--- src/rtl/dmem_arbiter.sv ---
// Two-requester arbiter/sequencer for a single-port, 1-cycle-latency data RAM (read, word write, byte-lane RMW).
// Optional macro DMEM_ARB_RR_EN: round-robin on contention; otherwise port A has fixed priority.
module dmem_arbiter #(
  parameter int unsigned ADDR_W = 32,
  parameter int unsigned RAM_AW = 12
) (
  input  logic              clk_i,
  input  logic              rst_n_i,
  input  logic              a_req_i,
  input  logic              a_we_i,
  input  logic [ADDR_W-1:0] a_addr_i,
  input  logic [31:0]       a_wdata_i,
  input  logic [3:0]        a_be_i,
  output logic              a_gnt_o,
  output logic              a_done_o,
  output logic [31:0]       a_rdata_o,
  input  logic              b_req_i,
  input  logic              b_we_i,
  input  logic [ADDR_W-1:0] b_addr_i,
  input  logic [31:0]       b_wdata_i,
  input  logic [3:0]        b_be_i,
  output logic              b_gnt_o,
  output logic              b_done_o,
  output logic [31:0]       b_rdata_o,
  output logic              ram_en_o,
  output logic              ram_we_o,
  output logic [RAM_AW-1:0] ram_addr_o,
  output logic [31:0]       ram_wdata_o,
  input  logic [31:0]       ram_rdata_i,
  output logic              busy_o
);
  localparam int unsigned DW  = 32;
  localparam int unsigned BEW = 4;

  typedef enum logic [2:0] {
    S_IDLE, S_RD, S_RD_RSP, S_WR, S_RMW_RD, S_RMW_WR
  } state_e;

  state_e            state_q, state_d;
  logic              we_q, we_d;
  logic [RAM_AW-1:0] addr_q, addr_d;
  logic [DW-1:0]     wdata_q, wdata_d;
  logic [BEW-1:0]    be_q, be_d;
  logic              owner_q, owner_d;  // 0 = port A, 1 = port B
  logic              prio_a;
  logic              gnt_a, gnt_b;
  logic [DW-1:0]     merged;

  // Only the word-address bits select a RAM row
  logic unused_addr_bits;
  assign unused_addr_bits = ^{a_addr_i[ADDR_W-1:RAM_AW+2], a_addr_i[1:0],
                              b_addr_i[ADDR_W-1:RAM_AW+2], b_addr_i[1:0]};

`ifdef DMEM_ARB_RR_EN
  logic last_b_q, last_b_d;
  assign prio_a = last_b_q;

  always_ff @(posedge clk_i or negedge rst_n_i) begin
    if (!rst_n_i) last_b_q <= 1'b1;
    else          last_b_q <= last_b_d;
  end
`else
  assign prio_a = 1'b1;
`endif

  // State and latched-request registers
  always_ff @(posedge clk_i or negedge rst_n_i) begin
    if (!rst_n_i) begin
      state_q <= S_IDLE;
      we_q    <= 1'b0;
      addr_q  <= '0;
      wdata_q <= '0;
      be_q    <= '0;
      owner_q <= 1'b0;
    end else begin
      state_q <= state_d;
      we_q    <= we_d;
      addr_q  <= addr_d;
      wdata_q <= wdata_d;
      be_q    <= be_d;
      owner_q <= owner_d;
    end
  end

  always_comb begin
    for (int n = 0; n < int'(BEW); n++) begin
      merged[8*n +: 8] = be_q[n] ? wdata_q[8*n +: 8] : ram_rdata_i[8*n +: 8];
    end
  end

  // Next state, request latch and output decode
  always_comb begin
    state_d     = state_q;
    we_d        = we_q;
    addr_d      = addr_q;
    wdata_d     = wdata_q;
    be_d        = be_q;
    owner_d     = owner_q;
`ifdef DMEM_ARB_RR_EN
    last_b_d    = last_b_q;
`endif
    gnt_a       = 1'b0;
    gnt_b       = 1'b0;
    a_gnt_o     = 1'b0;
    b_gnt_o     = 1'b0;
    a_done_o    = 1'b0;
    b_done_o    = 1'b0;
    a_rdata_o   = '0;
    b_rdata_o   = '0;
    ram_en_o    = 1'b0;
    ram_we_o    = 1'b0;
    ram_addr_o  = '0;
    ram_wdata_o = '0;
    busy_o      = (state_q != S_IDLE);

    unique case (state_q)
      S_IDLE: begin
        gnt_a   = rst_n_i & a_req_i & (~b_req_i | prio_a);
        gnt_b   = rst_n_i & b_req_i & ~gnt_a;
        a_gnt_o = gnt_a;
        b_gnt_o = gnt_b;
        if (gnt_a || gnt_b) begin
          we_d    = gnt_a ? a_we_i : b_we_i;
          addr_d  = gnt_a ? a_addr_i[RAM_AW+1:2] : b_addr_i[RAM_AW+1:2];
          wdata_d = gnt_a ? a_wdata_i : b_wdata_i;
          be_d    = gnt_a ? a_be_i : b_be_i;
          owner_d = gnt_b;
`ifdef DMEM_ARB_RR_EN
          last_b_d = gnt_b;
`endif
          if (!we_d)                                   state_d = S_RD;
          else if (be_d == '1 || be_d == BEW'(0))      state_d = S_WR;
          else                                         state_d = S_RMW_RD;
        end
      end
      S_RD: begin
        ram_en_o   = 1'b1;
        ram_addr_o = addr_q;
        state_d    = S_RD_RSP;
      end
      S_RD_RSP: begin
        a_done_o  = ~owner_q;
        b_done_o  = owner_q;
        a_rdata_o = owner_q ? '0 : ram_rdata_i;
        b_rdata_o = owner_q ? ram_rdata_i : '0;
        state_d   = S_IDLE;
      end
      S_WR: begin
        // An all-zero lane mask completes without touching the RAM
        if (be_q != BEW'(0)) begin
          ram_en_o    = 1'b1;
          ram_we_o    = 1'b1;
          ram_addr_o  = addr_q;
          ram_wdata_o = wdata_q;
        end
        a_done_o = ~owner_q;
        b_done_o = owner_q;
        state_d  = S_IDLE;
      end
      S_RMW_RD: begin
        ram_en_o   = 1'b1;
        ram_addr_o = addr_q;
        state_d    = S_RMW_WR;
      end
      S_RMW_WR: begin
        ram_en_o    = 1'b1;
        ram_we_o    = 1'b1;
        ram_addr_o  = addr_q;
        ram_wdata_o = merged;
        a_done_o    = ~owner_q;
        b_done_o    = owner_q;
        state_d     = S_IDLE;
      end
      default: state_d = S_IDLE;
    endcase
  end

endmodule

--- config.mk ---
export PLATFORM = sky130hd
export DESIGN_NAME = dmem_arbiter
export DESIGN_NICKNAME = d
export VERILOG_FILES = /design/src/rtl/dmem_arbiter.sv
export SDC_FILE = /design/constraint.sdc
export NUM_CORES = 1
export LEC_CHECK = 0
export CAP_MARGIN = 0
export CORE_MARGIN = 2
export CORE_UTILIZATION = 31
export CTS_CLUSTER_SIZE = 28
export DETAILED_ROUTE_END_ITERATION = 8
export HOLD_SLACK_MARGIN = 0.06
export PLACE_DENSITY = 0.9
export SLEW_MARGIN = 30
export SYNTH_ARGS = -nofsm -noshare
export SYNTH_HDL_FRONTEND = slang
export SYNTH_SLANG_ARGS = --single-unit
--- constraint.sdc ---
create_clock -name clk_i -period 1.65 [get_ports clk_i]
set_input_delay 0.165 -clock clk_i [delete_from_list [all_inputs] [get_ports clk_i]]
set_output_delay 0.165 -clock clk_i [all_outputs]
set_load 0.01 [all_outputs]
==> impl_metrics.env, run 1 <==
export IMPL_routedWlPerCell_um=20.49
export IMPL_clkPwrFrac_pct=10.7
export IMPL_multi_input_area_um2=2858
export IMPL_grt_max_degree=36
export IMPL_clk_pin_slew_ps=70
export IMPL_core_area_um2=11560
export IMPL_startpoint="be_q[2]$_DFFE_PN0P_"
export IMPL_num_nets_final=893
export IMPL_arrival_ps=1880
export IMPL_final_cell_area_um2=8180
export IMPL_cts_max_level=2
export IMPL_internal_power_mw=6.605
export IMPL_areaGrowthSynthToFinish_pct=120.4
export IMPL_vdd_ir_drop_max_mv=0.8573
export IMPL_num_vias=4391
export IMPL_cp_slowest_stage_delay_ps=410
export IMPL_maxSlewHeadroom_pct=64.67
export IMPL_synthesis_area_um2=3712
export IMPL_power_switching_share_pct=38.46
export IMPL_first_pass_iters=4
export IMPL_n_fill_cell=799
export IMPL_rsz0062_at_grt="yes"
export IMPL_diodes=0
export IMPL_end_kind="primary output"
export IMPL_worst_path_buf_inv=2
export IMPL_hp_class="input pin to async pin"
export IMPL_grt_overflow_total=0
export IMPL_die_area_um2=12870
export IMPL_hold_viol=0
export IMPL_yosys_register_bits=52
export IMPL_critPathLaunchType="flop"
export IMPL_pin_count=289
export IMPL_antenna_found_initial=0
export IMPL_drv_cap=0
export IMPL_worst_setup_path_type="flop to primary output"
export IMPL_post_route_min_period_ps=2047
export IMPL_cts_root_buf="clkbuf_16"
export IMPL_drc=0
export IMPL_drv_slew=0
export IMPL_dieWidth_um=113.4
export IMPL_fin_cells=861
export IMPL_cpLargestDelayFamily="simple AND/OR/NAND/NOR gates"
export IMPL_vias_per_cell=5.100
export IMPL_seq_power_share_pct=24.0
export IMPL_ant_nets=0
export IMPL_die_y_um=113.4
export IMPL_crit_chain="nor4_4, buf_4, o22ai_4, and2_4, a22o_1, buf_2"
export IMPL_critical_path_slowest_cell="dfrtp_1"
export IMPL_io_buffer_count=248
export IMPL_status="complete, but fails checks"
export IMPL_power_leakage_nw=3.715
export IMPL_r2r_start="state_q[1]$_DFFE_PN0P_"
export IMPL_clock_latency_ps=290
export IMPL_gp_congestion=0.8430
export IMPL_ys_warn_count=0
export IMPL_cts_buffer_depth=2
export IMPL_syn_num_nets=565
export IMPL_seqCellArea_um2=1304
export IMPL_yosysUniqueCellTypes=35
export IMPL_cts_sinks=52
export IMPL_failed_checks="negative setup slack"
export IMPL_ys_seq_area_share_pct=35.05
export IMPL_dp_hpwl_um=10350
export IMPL_dp_cells=795
export IMPL_finalCoreUtilization_pct=70.73
export IMPL_grt_use_total_pct=24.88
export IMPL_start_util_pct=32.10
export IMPL_setup_ws_ps=-397.4
export IMPL_power_density_nw_per_um2=1312
export IMPL_p_comb_share_pct=65.2
export IMPL_max_freq_mhz=488.4
export IMPL_setup_viol=163
export IMPL_finalClockSkew_ps=7.473
export IMPL_avgSynthCellArea_um2=9.494
export IMPL_cts_tree="yes"
export IMPL_cts_made_buffers=5
export IMPL_grt_pass1_wl_um=24870
export IMPL_drt_iter0_drc=206
export IMPL_p_sw_mw=4.129
export IMPL_fin_crit_sh_pct=124.1
export IMPL_syn_inst=391
export IMPL_totalWireLength_um=17640
export IMPL_critPathMaxFanout=8
export IMPL_worst_pin_slew_ps=524.4
export IMPL_drive_above_1_share_pct=58.08
export IMPL_worstPathRequired_ps=1480
export IMPL_core_rowCount=39
export IMPL_grt_pass1_vias=4555
export IMPL_placed_area_um2=6534
==> routing by layer <==
layer / up-vias / share of wire (%) / GRT usage [%]
met3: 26 / 6.0 / 5.845
met2: 203 / 54 / 47.94
met5: - / 0 / 0
met1: 2142 / 38 / 27.78
met4: 0 / 1.9 / 5.122
li1: 2020 / - / -
==> power by group through the flow <==
stage	sequential (mW)	clock, mW	combinational (mW)
global route	2.64	1.22	7.38
global placement	2.26	0	4.18
floorplan	2.18	0	2.45
detailed placement	2.27	0	4.31
CTS	2.40	1.19	6.03
finish	2.58	1.15	7.00
==> per-stage QoR <==
step | power [mW] | worst slack [ps] | setup TNS [ps] | hold slack, ps
after global routing | 11.25 | -455.4 | -47380 | 205.1
after CTS | 9.611 | -376.8 | -37130 | 258.3
after detailed placement | 6.580 | -572.5 | -55010 | -9.389
after global placement | 6.441 | -473.4 | -44940 | -12.84
final | 10.73 | -397.4 | -38280 | 167.5
after floorplan | 4.629 | -16.96 | -678.0 | -130.6
==> cells by family after synthesis <==
kind of cell,share of synthesized area (%)
compound gates,22.01
flops,35.05
buf+inv,6.775
mux,12.94
simple gates,23.22
==> synthesized netlist by cell type (all sizes together) <==
master,count,area (um^2)
and2b,1,7.510
a21oi,50,422.9
clkbuf,14,52.55
mux2i,48,480.5
a211oi,1,7.510
or2,1,6.260
o2bb2ai,1,8.760
o21a,3,22.52
inv,2,7.510
a21boi,3,22.52
o21ai,3,15.01
nand3,1,5.000
o31ai,1,7.510
dfrtp,52,1301
nor2b,1,6.260
a32oi,1,8.760
and3,2,12.51
nand2,8,30.03
a22o,32,280.3
o22ai,2,12.51
nor4,1,12.51
or3,1,11.26
or4,2,15.01
and2,79,494.2
nor2,61,236.5
nand4,2,12.51
o32ai,1,8.760
nand2b,2,12.51
buf,15,191.4
==> flip-flops by register name, summed over array words and instances, names as in the netlist <==
name     count
addr_q      12
state_q      3
be_q         4
wdata_q     32
owner_q      1
==> worst paths after layout <==
kind,to,slack [ps],depth (start not counted)
max,ram_wdata_o[16],-400,6
max in group asynchronous,owner_q$_DFFE_PN0P_,980,3
max reg2reg,wdata_q[5]$_DFFE_PN0P_,-230,9
min,wdata_q[8]$_DFFE_PN0P_,170,3
min reg2reg,addr_q[5]$_DFFE_PN0P_,560,2
min in group clk_i,owner_q$_DFFE_PN0P_,280,4
==> cell usage in the layout, fill, tap and decap left out, types with 32 or more instances in the layout <==
cell type        instances
a21oi_2                 49
a22o_1                  32
and2_4                  74
buf_2                   40
buf_4                   38
buf_6                  111
clkdlybuf4s50_1        132
dfrtp_1                 50
mux2i_1                 48
nor2_4                  56
==> what timing repair did <==
action / CTS / global route
cloned: 17 / 1
setup buffers: 43 / 9
hold buffers: 1 / 1
pin swaps: 75 / 19
gates resized for setup: 643 / 171
endpoints found under the hold margin: 52 / 1
setup endpoints to repair: 163 / 166
==> area by class of cell <==
type / count / area share [%]
Clock buffer: 5 / 1.530
Clock inverter: 1 / 0.3671
Inverter: 2 / 0.09177
Multi-Input combinational cell: 309 / 34.93
Sequential cell: 52 / 15.94
Tap cell: 143 / 2.187
Timing Repair Buffer: 349 / 44.95
==> worst min-delay path, stage by stage <==
cell	delay [ps]
buf_2	140
dlymetal6s4s_1	290
buf_8	200
(Power assumes the default switching activity.)
==> inputs of run 2 (changes only) <==
--- a/config.mk
+++ b/config.mk
@@ -10,6 +10,7 @@
 export CORE_UTILIZATION = 31
 export CTS_CLUSTER_SIZE = 28
 export DETAILED_ROUTE_END_ITERATION = 8
+export GPL_ROUTABILITY_DRIVEN = 0
 export HOLD_SLACK_MARGIN = 0.06
 export PLACE_DENSITY = 0.9
 export SLEW_MARGIN = 30
==> results of run 2 <==
Final layout, timing and power as in run 1 (identical DEF).
